`src/rtl/wb_pkg.sv`:
```
// Shared types and elaboration helpers for the writeback controller.
package wb_pkg;

    typedef enum logic [2:0] {
        IDLE,
        INIT,
        START,
        WAIT_FILT,
        WAIT_ADD,
        FLIP,
        DRAIN,
        GAP
    } wb_state_t;

    // Bits needed to hold values 0..v-1 (0 for v <= 1).
    function automatic int clog2(input int v);
        int r;
        r = 0;
        for (int i = 0; i < 31; i++) begin
            if ((1 << i) < v) r = i + 1;
        end
        return r;
    endfunction

    function automatic int ceil_div(input int a, input int b);
        return (a + b - 1) / b;
    endfunction

endpackage

```
`src/rtl/wb_grp_mux.sv`:
```
// Registered row-group to output-port mux with stall hold and sticky errors.
module wb_grp_mux
    import wb_pkg::*;
#(
    parameter int DATA_W    = 25,
    parameter int NUM_ROWS  = 5,
    parameter int NUM_PORTS = 2
) (
    input  logic                          clk,
    input  logic                          rst,
    input  logic [NUM_ROWS*DATA_W-1:0]    row_data,
    input  logic [NUM_ROWS-1:0]           row_valid,
    input  logic                          out_ready,
    output logic [NUM_PORTS*DATA_W-1:0]   out_data,
    output logic [NUM_PORTS-1:0]          out_valid,
    output logic                          err_overflow,
    output logic                          err_pattern
);

    localparam int NUM_GRP = ceil_div(NUM_ROWS, NUM_PORTS);

    logic [NUM_GRP-1:0][NUM_ROWS-1:0]                grp_mask;
    logic [NUM_GRP-1:0][NUM_PORTS-1:0][DATA_W-1:0]   grp_data;
    logic [NUM_GRP-1:0][NUM_PORTS-1:0]               grp_vld;
    logic [NUM_PORTS-1:0][DATA_W-1:0]                sel_data;
    logic [NUM_PORTS-1:0]                            sel_vld;
    logic                                            hit;
    logic                                            stall;

    // Per-group row mask and port-aligned data; the last group may be short,
    // so its trailing ports are tied to zero/invalid.
    for (genvar g = 0; g < NUM_GRP; g++) begin : g_grp
        for (genvar r = 0; r < NUM_ROWS; r++) begin : g_mask
            assign grp_mask[g][r] = ((r / NUM_PORTS) == g);
        end
        for (genvar p = 0; p < NUM_PORTS; p++) begin : g_port
            if (g * NUM_PORTS + p < NUM_ROWS) begin : g_live
                assign grp_data[g][p] = row_data[(g*NUM_PORTS+p)*DATA_W +: DATA_W];
                assign grp_vld[g][p]  = 1'b1;
            end else begin : g_pad
                assign grp_data[g][p] = '0;
                assign grp_vld[g][p]  = 1'b0;
            end
        end
    end

    assign stall = (|out_valid) && !out_ready;

    // Pick the group whose mask matches row_valid exactly, if any.
    always_comb begin
        hit      = 1'b0;
        sel_data = '0;
        sel_vld  = '0;
        for (int g = 0; g < NUM_GRP; g++) begin
            if (row_valid == grp_mask[g]) begin
                hit      = 1'b1;
                sel_data = grp_data[g];
                sel_vld  = grp_vld[g];
            end
        end
    end

    // Output beat register; holds while downstream stalls. Errors are sticky.
    always_ff @(posedge clk or posedge rst) begin
        if (rst) begin
            out_data     <= '0;
            out_valid    <= '0;
            err_overflow <= 1'b0;
            err_pattern  <= 1'b0;
        end else begin
            if (!stall) begin
                out_data  <= sel_data;
                out_valid <= sel_vld;
            end
            if (stall && hit)             err_overflow <= 1'b1;
            if ((|row_valid) && !hit)     err_pattern  <= 1'b1;
        end
    end

endmodule

```
`src/rtl/wb_ctrl_grp.sv`:
```
// Writeback controller: init/start/flip/drain sequencing plus output mux.
module wb_ctrl_grp
    import wb_pkg::*;
#(
    parameter int DATA_W    = 25,
    parameter int DEPTH     = 46,
    parameter int NUM_ROWS  = 5,
    parameter int NUM_PORTS = 2,
    parameter int START_LEN = 3
) (
    input  logic                          clk,
    input  logic                          rst,
    input  logic                          start_init,
    input  logic                          p_filter_end,
    input  logic [NUM_ROWS*DATA_W-1:0]    row_data,
    input  logic [NUM_ROWS-1:0]           row_valid,
    input  logic                          out_ready,
    output logic [NUM_PORTS*DATA_W-1:0]   out_data,
    output logic [NUM_PORTS-1:0]          out_valid,
    output logic                          p_init,
    output logic [NUM_ROWS-1:0]           p_write_zero,
    output logic                          start_conv,
    output logic                          odd_cnt,
    output logic                          busy,
    output logic                          err_overflow,
    output logic                          err_pattern
);

    localparam int NUM_GRP = ceil_div(NUM_ROWS, NUM_PORTS);
    localparam int CNT_W   = clog2(DEPTH + START_LEN + 1);
    localparam int GRP_W   = (clog2(NUM_GRP) > 1) ? clog2(NUM_GRP) : 1;

    wb_state_t            state, state_nxt;
    logic [CNT_W-1:0]     cnt;
    logic [GRP_W-1:0]     grp, grp_nxt;
    logic [NUM_ROWS-1:0]  wz_nxt;

    // State, phase counter (cleared on every state change) and drain group.
    always_ff @(posedge clk or posedge rst) begin
        if (rst) begin
            state <= IDLE;
            cnt   <= '0;
            grp   <= '0;
        end else begin
            state <= state_nxt;
            cnt   <= (state_nxt != state) ? '0 : cnt + CNT_W'(1);
            grp   <= grp_nxt;
        end
    end

    // Next-state logic; phase lengths are fixed and ignore backpressure.
    always_comb begin
        state_nxt = state;
        grp_nxt   = grp;
        case (state)
            IDLE:      if (start_init)                   state_nxt = INIT;
            INIT:      if (cnt == CNT_W'(DEPTH - 1))     state_nxt = START;
            START:     if (cnt == CNT_W'(START_LEN - 1)) state_nxt = WAIT_FILT;
            WAIT_FILT: if (p_filter_end)                 state_nxt = WAIT_ADD;
            WAIT_ADD:  if (cnt == CNT_W'(DEPTH - 1))     state_nxt = FLIP;
            FLIP: begin
                state_nxt = DRAIN;
                grp_nxt   = '0;
            end
            DRAIN:     if (cnt == CNT_W'(DEPTH - 1))     state_nxt = GAP;
            GAP: begin
                if (grp == GRP_W'(NUM_GRP - 1)) begin
                    state_nxt = WAIT_FILT;
                end else begin
                    state_nxt = DRAIN;
                    grp_nxt   = grp + GRP_W'(1);
                end
            end
            default:   state_nxt = IDLE;
        endcase
    end

    // Rows belonging to the group currently being cleared.
    for (genvar r = 0; r < NUM_ROWS; r++) begin : g_wz
        assign wz_nxt[r] = (state == DRAIN) && (grp == GRP_W'(r / NUM_PORTS));
    end

    assign busy = (state != IDLE);

    // Control strobes, registered one cycle behind the state that qualifies them.
    always_ff @(posedge clk or posedge rst) begin
        if (rst) begin
            p_init       <= 1'b0;
            start_conv   <= 1'b0;
            odd_cnt      <= 1'b0;
            p_write_zero <= '0;
        end else begin
            p_init       <= (state == INIT);
            start_conv   <= (state == START) || (state == FLIP);
            odd_cnt      <= odd_cnt ^ (state == FLIP);
            p_write_zero <= wz_nxt;
        end
    end

    wb_grp_mux #(
        .DATA_W    (DATA_W),
        .NUM_ROWS  (NUM_ROWS),
        .NUM_PORTS (NUM_PORTS)
    ) u_mux (
        .clk          (clk),
        .rst          (rst),
        .row_data     (row_data),
        .row_valid    (row_valid),
        .out_ready    (out_ready),
        .out_data     (out_data),
        .out_valid    (out_valid),
        .err_overflow (err_overflow),
        .err_pattern  (err_pattern)
    );

endmodule

```
`config.mk`:
```
export PLATFORM = sky130hd
export DESIGN_NAME = wb_ctrl_grp
export DESIGN_NICKNAME = d
export VERILOG_FILES = /design/src/rtl/wb_pkg.sv /design/src/rtl/wb_grp_mux.sv /design/src/rtl/wb_ctrl_grp.sv
export SDC_FILE = /design/constraint.sdc
export NUM_CORES = 1
export LEC_CHECK = 0
export ABC_CLOCK_PERIOD_IN_PS = 2100
export CAP_MARGIN = 20
export CORE_ASPECT_RATIO = 2
export CORE_MARGIN = 2
export CORE_UTILIZATION = 40
export DETAILED_ROUTE_END_ITERATION = 10
export GPL_TIMING_DRIVEN = 0
export PLACE_DENSITY = 0.86
export SLEW_MARGIN = 20
export SYNTH_ARGS = -nofsm -noshare
export SYNTH_HDL_FRONTEND = slang
export SYNTH_HIERARCHICAL = 1
export SYNTH_SLANG_ARGS = --single-unit
```
`constraint.sdc`:
```
create_clock -name clk -period 2.1 [get_ports clk]
set_input_delay 0.21 -clock clk [delete_from_list [all_inputs] [get_ports clk]]
set_output_delay 0.21 -clock clk [all_outputs]
set_load 0.01 [all_outputs]
```
# == After elaboration in Yosys (flattened, before gate mapping) ==
# Cells that the tools add are included.
# word_totals
register_bits,73
input_bits,135
out_inout_bits,63
wordCells,66
# op_classes
add_sub_neg,2
n_eq_ne,16
muxes,20
bitwise,1
n_reduce_logical,16
# op_table
op,n
two-way mux 50 bit,3
case mux 3 bit (8 select lines),1
two-way mux 3 bit,7
"== test 3 bit, second input constant",4
two-way mux 2 bit,4
"adder 6 x 1 -> 6 bit, second input constant",1
"== test 3 x 2 -> 1 bit, second input constant",2
"== test 6 x 2 -> 1 bit, second input constant",1
"== test 6 bit, second input constant",1
logical AND 1 bit,6
two-way mux 6 bit,1
"== test 5 x 2 -> 1 bit, second input constant",1
"== test 5 x 4 -> 1 bit, second input constant",1
"== test 5 bit, second input constant",1
OR reduction 5 bit,1
case mux 2 bit (2 select lines),1
"== test 3 x 1 -> 1 bit, second input constant",1
logical NOT 3 bit,1
two-way mux 1 bit,3
inequality test 3 bit,1
nonzero test 3 bit,1
"adder 2 x 1 -> 2 bit, second input constant",1
"== test 2 x 1 -> 1 bit, second input constant",1
"== test 2 bit, second input constant",1
other kinds (8),9

# == Depth between registers and ports, before layout ==
# Gate-level depths: netlist of the first run.
# depth
word_depth,6
ltp_mapped,7
mapped_depth_nobuf,6

# == By module ==
# Netlist of the first run, hierarchy kept.
# modules_own_cells
mod,instances,cells_per_inst,area_per_inst_um2,seq_area_each_um2
wb_grp_mux,1,334,2902.8,1351.3
wb_ctrl_grp,1,89,913.4,425.4

# == Worst setup path after synthesis of the first run ==
# OpenSTA, ideal clock, no wires.
# synth_path
kind,input to register
startpoint,input port row_valid[2]
endpoint,register u_mux.out_data[10]
setup_ns,0.122
arrival_ns,1.353
required_time_ns,1.978
slack_ns,0.624
stages,7
path_buffers,3
path_cell_list,or3b_1 > buf_2 > or2_1 > buf_2 > buf_6 > o21ai_1 > o21ai_1
# synth_via
elab_chain_len,4
elab_cells_between_ends,6
classes_between,eq/ne: 3; mux: 3
# synth_lines
element,line,source
start: declaration,wb_ctrl_grp.sv:16,"input logic [NUM_ROWS-1:0] row_valid,"
== test 5 x 2 -> 1 bit,wb_grp_mux.sv:55,if (row_valid == grp_mask[g]) begin
two-way mux 50 bit (2 in a row),wb_grp_mux.sv:55,
two-way mux 50 bit (*),wb_grp_mux.sv:55,
end signal: assignment,wb_grp_mux.sv:72,out_data <= sel_data;
end: declaration,wb_grp_mux.sv:14,"output logic [NUM_PORTS*DATA_W-1:0] out_data,"
# Every way passes the cells marked *; elsewhere a longest branch is shown, timed or not.
# A chain may end at the register's enable or synchronous reset.

# == Final worst setup path of the first run ==
# layout_path
startpoint,input port row_valid[3]
endpoint,register u_mux.out_data[28]
# The elaborated chain is that of the path after synthesis.

==> summary.txt, run 1 <==
Die
  • Floorplan die height: 142 µm
  • Die width: 73.1 µm
  • Die ar.: 0.0104 mm²
  • Number of placed I/O pins: about 200
  • Initial standard-cell utilization of the core: 0.409
  • Row count: 50
  • Placeable Area: 0.00932 mm²

Worst hold path
  • Hold Path Class: in2async

Timing
  • Tcrit/Tclk final: 0.915
  • Normalized max-slew margin: 0.542
  • Final setup violation count: 0
  • Setup TNS Final: 0 ps
  • Number of hold violations in the final report: 0
  • Max-slew violations: 0
  • Clock period minus worst slack: between 1500 and 2000 ps
  • Max Clk Rate: between 500 and 600 MHz
  • WHS: 365 ps
  • Max Clock Skew: 5.09 ps
  • Setup repair after global routing missed its margin: no
  • Slew of the pin with the lowest slew margin: just under 700 ps

CTS
  • Clock-pin slew reported for the worst setup and hold paths after clock tree synthesis: 60 ps
  • Clock sink total: 71
  • Max Root-Sink Buffers: 2
  • Clock Latency Late Sink: roughly 330 ps
  • Num CTS Buffers: 9
  • Clock tree from TritonCTS: done
  • Clock root buffer: clkbuf_16
  • Post-CTS setup buffer count: 0
  • CTS H-tree depth: 3

Logic synthesis
  • Warnings from Yosys: 6
  • Leading cell type by number of instances after synthesis: dfrtp_1
  • Post-Synthesis Cells: 423
  • Post-synthesis cell area: 0.00382 mm²
  • Number of unique standard cell types used by synthesis: 45
  • Yosys top cell area share: 0.466
  • Area contributors post-synth: dfrtp_1 (47%), a21oi_1 (7.9%), o21ai_1 (6.3%)
  • Dominant synthesized flop cell: dfrtp_1
  • Ranking of synthesized cells by instance count: dfrtp_1 (71), a21oi_1 (60), nand2_1 (56), o21ai_1 (48), o21ai_0 (31)
  • FF+latch count, synth: 71
  • Post-synthesis sequential area ratio: 0.466
  • Count of flip-flops with a built-in enable after synthesis: 0
  • Largest area contributor in the netlist: dfrtp_1
  • Synthesized area per cell: 9.02 µm²
  • Async set-or-reset flop fraction in the synthesized netlist: 1.00
  • Post-Synthesis Net Count: 564

Final layout
  • Proportion of layout cells with a drive suffix above 1: 0.0677
  • Filler cell count in the final layout: 759
  • Diode insertion count for antenna repair: 0
  • Growth of design area from synthesis to finish: 65.4%
  • Number of nets in the layout: 771

Flow run
  • Count of max-cap constraint violations: 0

Placed design
  • Hpwl dp: 10.7 mm
  • Placer congestion estimate: 0.904
  • PortBufs: 197

Power
  • Power Density: 809 mW/mm²
  • Part of the total power dissipated in combinational logic: 0.276
  • Clk network pwr share: 0.390
  • Register share of total power: 0.334
  • VDD IR max: 539 µV
  • Leakage: 2.54 nW
  • Switching share of power: 0.280
  • Cell Int Power: 3.68 mW
  • P_sw: between 1 and 1.5 mW

GRT
  • GR Util All Layers: 0.265
  • Overflow left after global routing: 0
  • Largest net degree at the start of global routing: 55
  • First-pass GRT wire length: 21.0 mm
  • Initial antenna violation count: 0
  • Number of global-route vias before repair: ~4400

Setup path
  • Data required time at the worst endpoint: approximately 2300 ps
  • Setup crit start kind: input port
  • Critical Path AT: ~2200 ps
  • Crit. End Element: flip-flop
  • Reg2reg path depth: 6
  • Highest-delay cell along the critical path: nor2_1
  • Beginning of the worst register-to-register path: u_mux/out_valid[1]
  • Worst path buffer plus inverter count: 3
  • Kind of cell with the highest combined delay on the critical path: buffers and inverters
  • Setup slack, reg-to-reg: 270 ps
  • Cells traversed along the worst timing path: clkdlybuf4s50_1, buf_2, nand4bb_1, nor2_1, buf_2, a22oi_1, o21ai_0
  • Terminus of the critical flop-to-flop path: u_mux/out_data[12]
  • CP max FO: 10
  • Critical Path Max Stage Delay: roughly 450 ps
  • Critical path class: in2reg
  • First element of the critical path: row_valid[3]
  • Most frequent cell on the critical path: buf_2

Routing
  • Remaining antenna violation count: 0
  • Average routed wire per standard cell: approximately 18 µm
  • Post-route DRC: 0
  • Via-per-instance ratio: 5.52
  • Sum of routed wire length over all layers: 13.4 mm
  • Iteration-0 DRC count of the detailed router: 232
  • Pre-Repair DR Iteration Count: 4
  • Via total after detailed routing: 4078

Outcome
  • Result of the run: finished clean
==> timing repair <==
item	4_1_cts	5_1_grt
hold buffers	0	0
gates cloned	0	0
resized for setup	1	1
endpoints found under the setup margin	1	1
==> cells in the final DEF (no fill, tap or decap), drive strengths merged <==
cell,n
nor4,2
o21bai,2
o21ai,79
clkinv,1
buf,18
a2bb2oi,1
nor2b,1
nand4b,26
nor3,3
and3,3
or3,1
nand3,3
a21o,1
mux2,1
or3b,1
a31oi,1
o2bb2ai,1
clkdlybuf4s50,196
nand4,1
dlymetal6s2s,1
nand2,56
nor2,12
mux2i,18
or2,3
xor2,3
a22oi,10
xnor2,2
a22o,2
nand4bb,2
clkbuf,28
a21oi,60
a21boi,1
and2,1
ha,6
dfrtp,71
o22a,1
inv,11
bufinv,5
==> how the worst max path moves through the flow <==
stage / endpoint / slack (ps) / cells after the start
floorplan: u_mux/err_overflow / 580 / 1
global placement: u_mux/out_data[0] / -460 / 2
detailed placement: u_mux/out_data[36] / -130 / 7
CTS: busy / 3 / 3
global route: u_mux/out_data[33] / 40 / 7
finish: u_mux/out_data[28] / 180 / 7
==> kinds of logic after synthesis <==
logic type / Yosys count / share of synthesized area
buf+inv: 48 / 0.0593
mux: 19 / 0.0502
simple gates: 115 / 0.170
flops: 71 / 0.466
xor+xnor: 5 / 0.0115
compound gates: 159 / 0.224
fa+ha+maj: 6 / 0.0197
==> metal layers <==
layer | vias to the layer above | GRT usage | wire length, µm
met2 | 193 | 0.490 | 7550
met5 | - | 0 | 0
met4 | 0 | 0.148 | 580
met1 | 1916 | 0.262 | 4520
li1 | 1922 | - | -
met3 | 47 | 0.0552 | 746
==> final cells by class <==
class	count	area, µm²	area share
Clock inverter	7	168	0.0266
Buffer	37	185	0.0293
Inverter	10	40.0	0.00634
Timing Repair Buffer	197	1970	0.313
Sequential cell	71	1780	0.282
Multi-Input combinational cell	304	1810	0.287
Tap cell	104	130	0.0206
Clock buffer	9	225	0.0357
==> worst register-to-register path: stages, from the launching register on <==
cell and delay [ps]:
dfrtp_1 390, nor2_1 130, or2_2 140, clkbuf_1 390, clkbuf_1 410, o21ai_1 150, o21ai_1 140
==> state kept, by name (all words and copies together), names as in the netlist <==
signal,cells
p_init,1
u_mux/err_pattern,1
state,3
u_mux/err_overflow,1
p_write_zero,3
cnt,6
odd_cnt,1
start_conv,1
u_mux/out_data,50
u_mux/out_valid,2
grp,2
==> power by group through the flow <==
stage	logic (mW)	clock network, mW	registers (mW)
floorplan	0.684	0	1.71
global route	1.52	2.10	1.73
CTS	1.41	2.03	1.70
finish	1.41	1.99	1.70
global placement	1.33	0	1.69
detailed placement	1.41	0	1.71
==> per-stage QoR <==
step           cell area, µm²  power, mW  std cells   util  worst slack (ps)
3_5_place_dp             5920       3.12        724  0.635              -129
5_1_grt                  6310       5.35        739  0.677              44.6
4_1_cts                  6310       5.15        739  0.677              2.64
2_1_floorplan            3820       2.40        423      -               575
6_report                 6310       5.11        739  0.677               179
3_3_place_gp             5920       3.02        724  0.635              -464
(Power assumes the default switching activity.)
==> run 2: changes to the inputs <==
- CORE_ASPECT_RATIO: 2 -> 1.4
==> run 2 against run 1 <==
Compared with the run above:
- core utilization fell by 1.0 points
- sequential cell count is the same
- largest cell class unchanged
- global-route usage fell by 0.51 points
- first-iteration DRC count decreased by 28%
- non-clock buffer count stayed put
==> summary.txt, run 2 (same netlist as run 1, synthesis figures left out) <==
Outcome
  • Result of the run: finished clean

CTS
  • Max Root-Sink Buffers: 2 (unchanged)
  • CTS H-tree depth: 3 (unchanged)
  • Post-CTS setup buffer count: 0 (unchanged)
  • Num CTS Buffers: 9 (unchanged)
  • Post-cts gate resize count: 0 (-1)
  • Clock root buffer: clkbuf_16
  • Clock-pin slew reported for the worst setup and hold paths after clock tree synthesis: 50 ps (about the same)
  • Number of hold-repair buffers added at the cts stage: 0 (unchanged)
  • Clock Latency Late Sink: 340 ps (about the same)
  • Clock tree from TritonCTS: done
  • Clock sink total: 71 (unchanged)

Routing
  • Via total after detailed routing: 4113 (+0.86%)
  • Remaining antenna violation count: 0 (unchanged)
  • Average routed wire per standard cell: 17.6 µm (-2.7%)
  • Iteration-0 DRC count of the detailed router: 166 (-28%)
  • Sum of routed wire length over all layers: 13.1 mm (-1.9%)
  • Via-per-instance ratio: 5.52 (about the same)
  • Post-route DRC: 0 (unchanged)
  • Pre-Repair DR Iteration Count: 4 (unchanged)

Die
  • Number of placed I/O pins: 198 (unchanged)
  • Die ar.: 0.0103 mm² (-0.35%)
  • Initial standard-cell utilization of the core: 0.408 (-0.00142)
  • Placeable Area: 0.00935 mm² (+0.35%)
  • Floorplan die height: 120 µm (-16%)
  • Die width: 86.6 µm (+18%)
  • Row count: 42 (-16%)

Placed design
  • PortBufs: 197 (unchanged)
  • # placed instances: 730 (+0.83%)
  • Cell area after placement: 0.00593 mm² (+0.13%)
  • Placer congestion estimate: 0.855 (-5.4%)
  • Hpwl dp: 10.1 mm (-5.2%)

Final layout
  • Final core utilization: 0.667 (-0.0104)
  • Filler cell count in the final layout: 760 (+0.13%)
  • Most common library cell in the layout ignoring fill and taps: clkdlybuf4s50_1
  • Design Area, Final: 0.00624 mm² (-1.2%)
  • Commonest cells after routing, fill and taps aside: clkdlybuf4s50_1 (197), dfrtp_1 (70), a21oi_1 (60), nand2_1 (55), o21ai_1 (48)
  • Non-filler instance count after layout: 745 (+0.81%)
  • Number of nets in the layout: 771 (unchanged)
  • Growth of design area from synthesis to finish: 63.5%
  • Diode insertion count for antenna repair: 0 (unchanged)
  • Multi-input gate area: 0.00182 mm² (+0.14%)
  • Register area: 0.00178 mm² (unchanged)
  • Biggest regs: u_mux/out_data: 50 flops, cnt: 6 flops
  • Flip-flop count of the largest register, all copies and words added: 50 (unchanged)
  • Proportion of layout cells with a drive suffix above 1: 0.0677 (unchanged)
  • Largest reg by FF count: u_mux/out_data

Setup path
  • Terminus of the critical flop-to-flop path: u_mux/out_data[9]
  • Critical path class: reg2out
  • Beginning of the worst register-to-register path: u_mux/out_valid[1]
  • Setup slack, reg-to-reg: 240 ps (-30 ps)
  • Data required time at the worst endpoint: 1890 ps (-450 ps)
  • Reg2reg path depth: 6 (unchanged)
  • CP max FO: 10 (unchanged)
  • Critical Path AT: 1820 ps (-340 ps)
  • Setup crit start kind: flip-flop
  • Crit. End Element: primary output

Timing
  • Setup repair after global routing missed its margin: no
  • Max Clk Rate: 494 MHz (-5.2%)
  • Normalized max-slew margin: 0.539 (-0.00299)
  • Clock period minus worst slack: 2030 ps (+105 ps)
  • Slew of the pin with the lowest slew margin: 691 ps (+4.49 ps)
  • WHS: 354 ps (-10.7 ps)
  • Max-slew violations: 0 (unchanged)
  • Max Clock Skew: 5.84 ps (+0.747 ps)
  • Number of hold violations in the final report: 0 (unchanged)
  • Final setup violation count: 0 (unchanged)
  • Tcrit/Tclk final: 0.965 (+0.0500)

Power
  • Register share of total power: 0.367 (+0.033)
  • Part of the total power dissipated in combinational logic: 0.296 (+0.020)
  • Switching share of power: 0.295 (+0.0151)
  • Power Density: 746 mW/mm² (-7.7%)
  • VDD IR max: 463 µV (-14%)
  • P_sw: 1.37 mW (-3.9%)
  • Clk network pwr share: 0.338 (-0.052)
  • Leakage: 2.51 nW (-1.3%)
  • Cell Int Power: 3.28 mW (-11%)

GRT
  • Initial antenna violation count: 0 (unchanged)
  • First-pass GRT wire length: 21.0 mm (about the same)
  • GR Util All Layers: 0.260 (-0.00506)
  • Number of global-route vias before repair: 4489 (+2.2%)
  • Largest net degree at the start of global routing: 55 (unchanged)
  • Overflow left after global routing: 0 (unchanged)

Flow run
  • Count of max-cap constraint violations: 0 (unchanged)

Worst hold path
  • Hold Path Class: in2async
[run 2: changes by cell type in the layout (fill, tap and decap cells not counted), sizes merged]
| cell | previous run | this run |
|---|---|---|
| bufinv | 5 | 1 |
| clkbuf | 28 | 32 |
| clkdlybuf4s50 | 196 | 197 |
| clkinv | 1 | 2 |
| dlymetal6s2s | 1 | 0 |
| inv | 11 | 10 |
[run 2: power groups by stage]
stage | clock, mW | combinational, mW | sequential [mW]
2_1_floorplan | 0 | 0.684 | 1.71
3_3_place_gp | 0 | 1.33 | 1.69
3_5_place_dp | 0 | 1.39 | 1.71
5_1_grt | 1.67 | 1.50 | 1.73
4_1_cts | 1.60 | 1.41 | 1.68
6_report | 1.57 | 1.38 | 1.71
[run 2: layout make-up]
class / count / area share
clock buffer: 13 / 0.0433
clock inverter: 3 / 0.00642
inverter: 10 / 0.00642
timing repair buffer: 197 / 0.316
sequential: 71 / 0.285
tap: 110 / 0.0221
buffer: 37 / 0.0297
multi-input combinational: 304 / 0.291
[run 2: worst max-delay path, stage by stage (launching register included)]
cell	delay, ps
dfrtp_2	460
buf_2	200
or3_1	340
clkdlybuf4s50_1	480
[run 2: worst max path at each step]
| stage | slack [ps] | cells past startpoint | start | end |
|---|---|---|---|---|
| finish | 70 | 3 | state[0] | busy |
| detailed placement | -140 | 7 | row_valid[3] | u_mux/out_data[30] |
| global route | 20 | 3 | state[0] | busy |
| global placement | -500 | 2 | rst | u_mux/out_data[13] |
| CTS | 40 | 3 | state[1] | busy |
| floorplan | 580 | 1 | rst | u_mux/err_overflow |
[run 2: layer usage]
layer	track usage	share of wire	vias up
met4	0.0889	0.021	0
met5	0	0	-
met1	0.264	0.35	1983
li1	-	-	1916
met2	0.479	0.54	189
met3	0.0956	0.089	25
[run 2: stage by stage]
step / worst slack (ps) / TNS, ps / power, mW
2_1_floorplan: 575 / 0 / 2.40
3_3_place_gp: -498 / -26810 / 3.02
3_5_place_dp: -142 / -835 / 3.10
4_1_cts: 40.6 / 0 / 4.69
5_1_grt: 20.0 / 0 / 4.90
6_report: 74.1 / 0 / 4.65
==> run 3: changes to the inputs <==
- CTS_CLUSTER_SIZE: unset -> 24
- TNS_END_PERCENT: unset -> 5
==> results of run 3 <==
No change in the layout: final DEF, timing and power equal those of run 2.
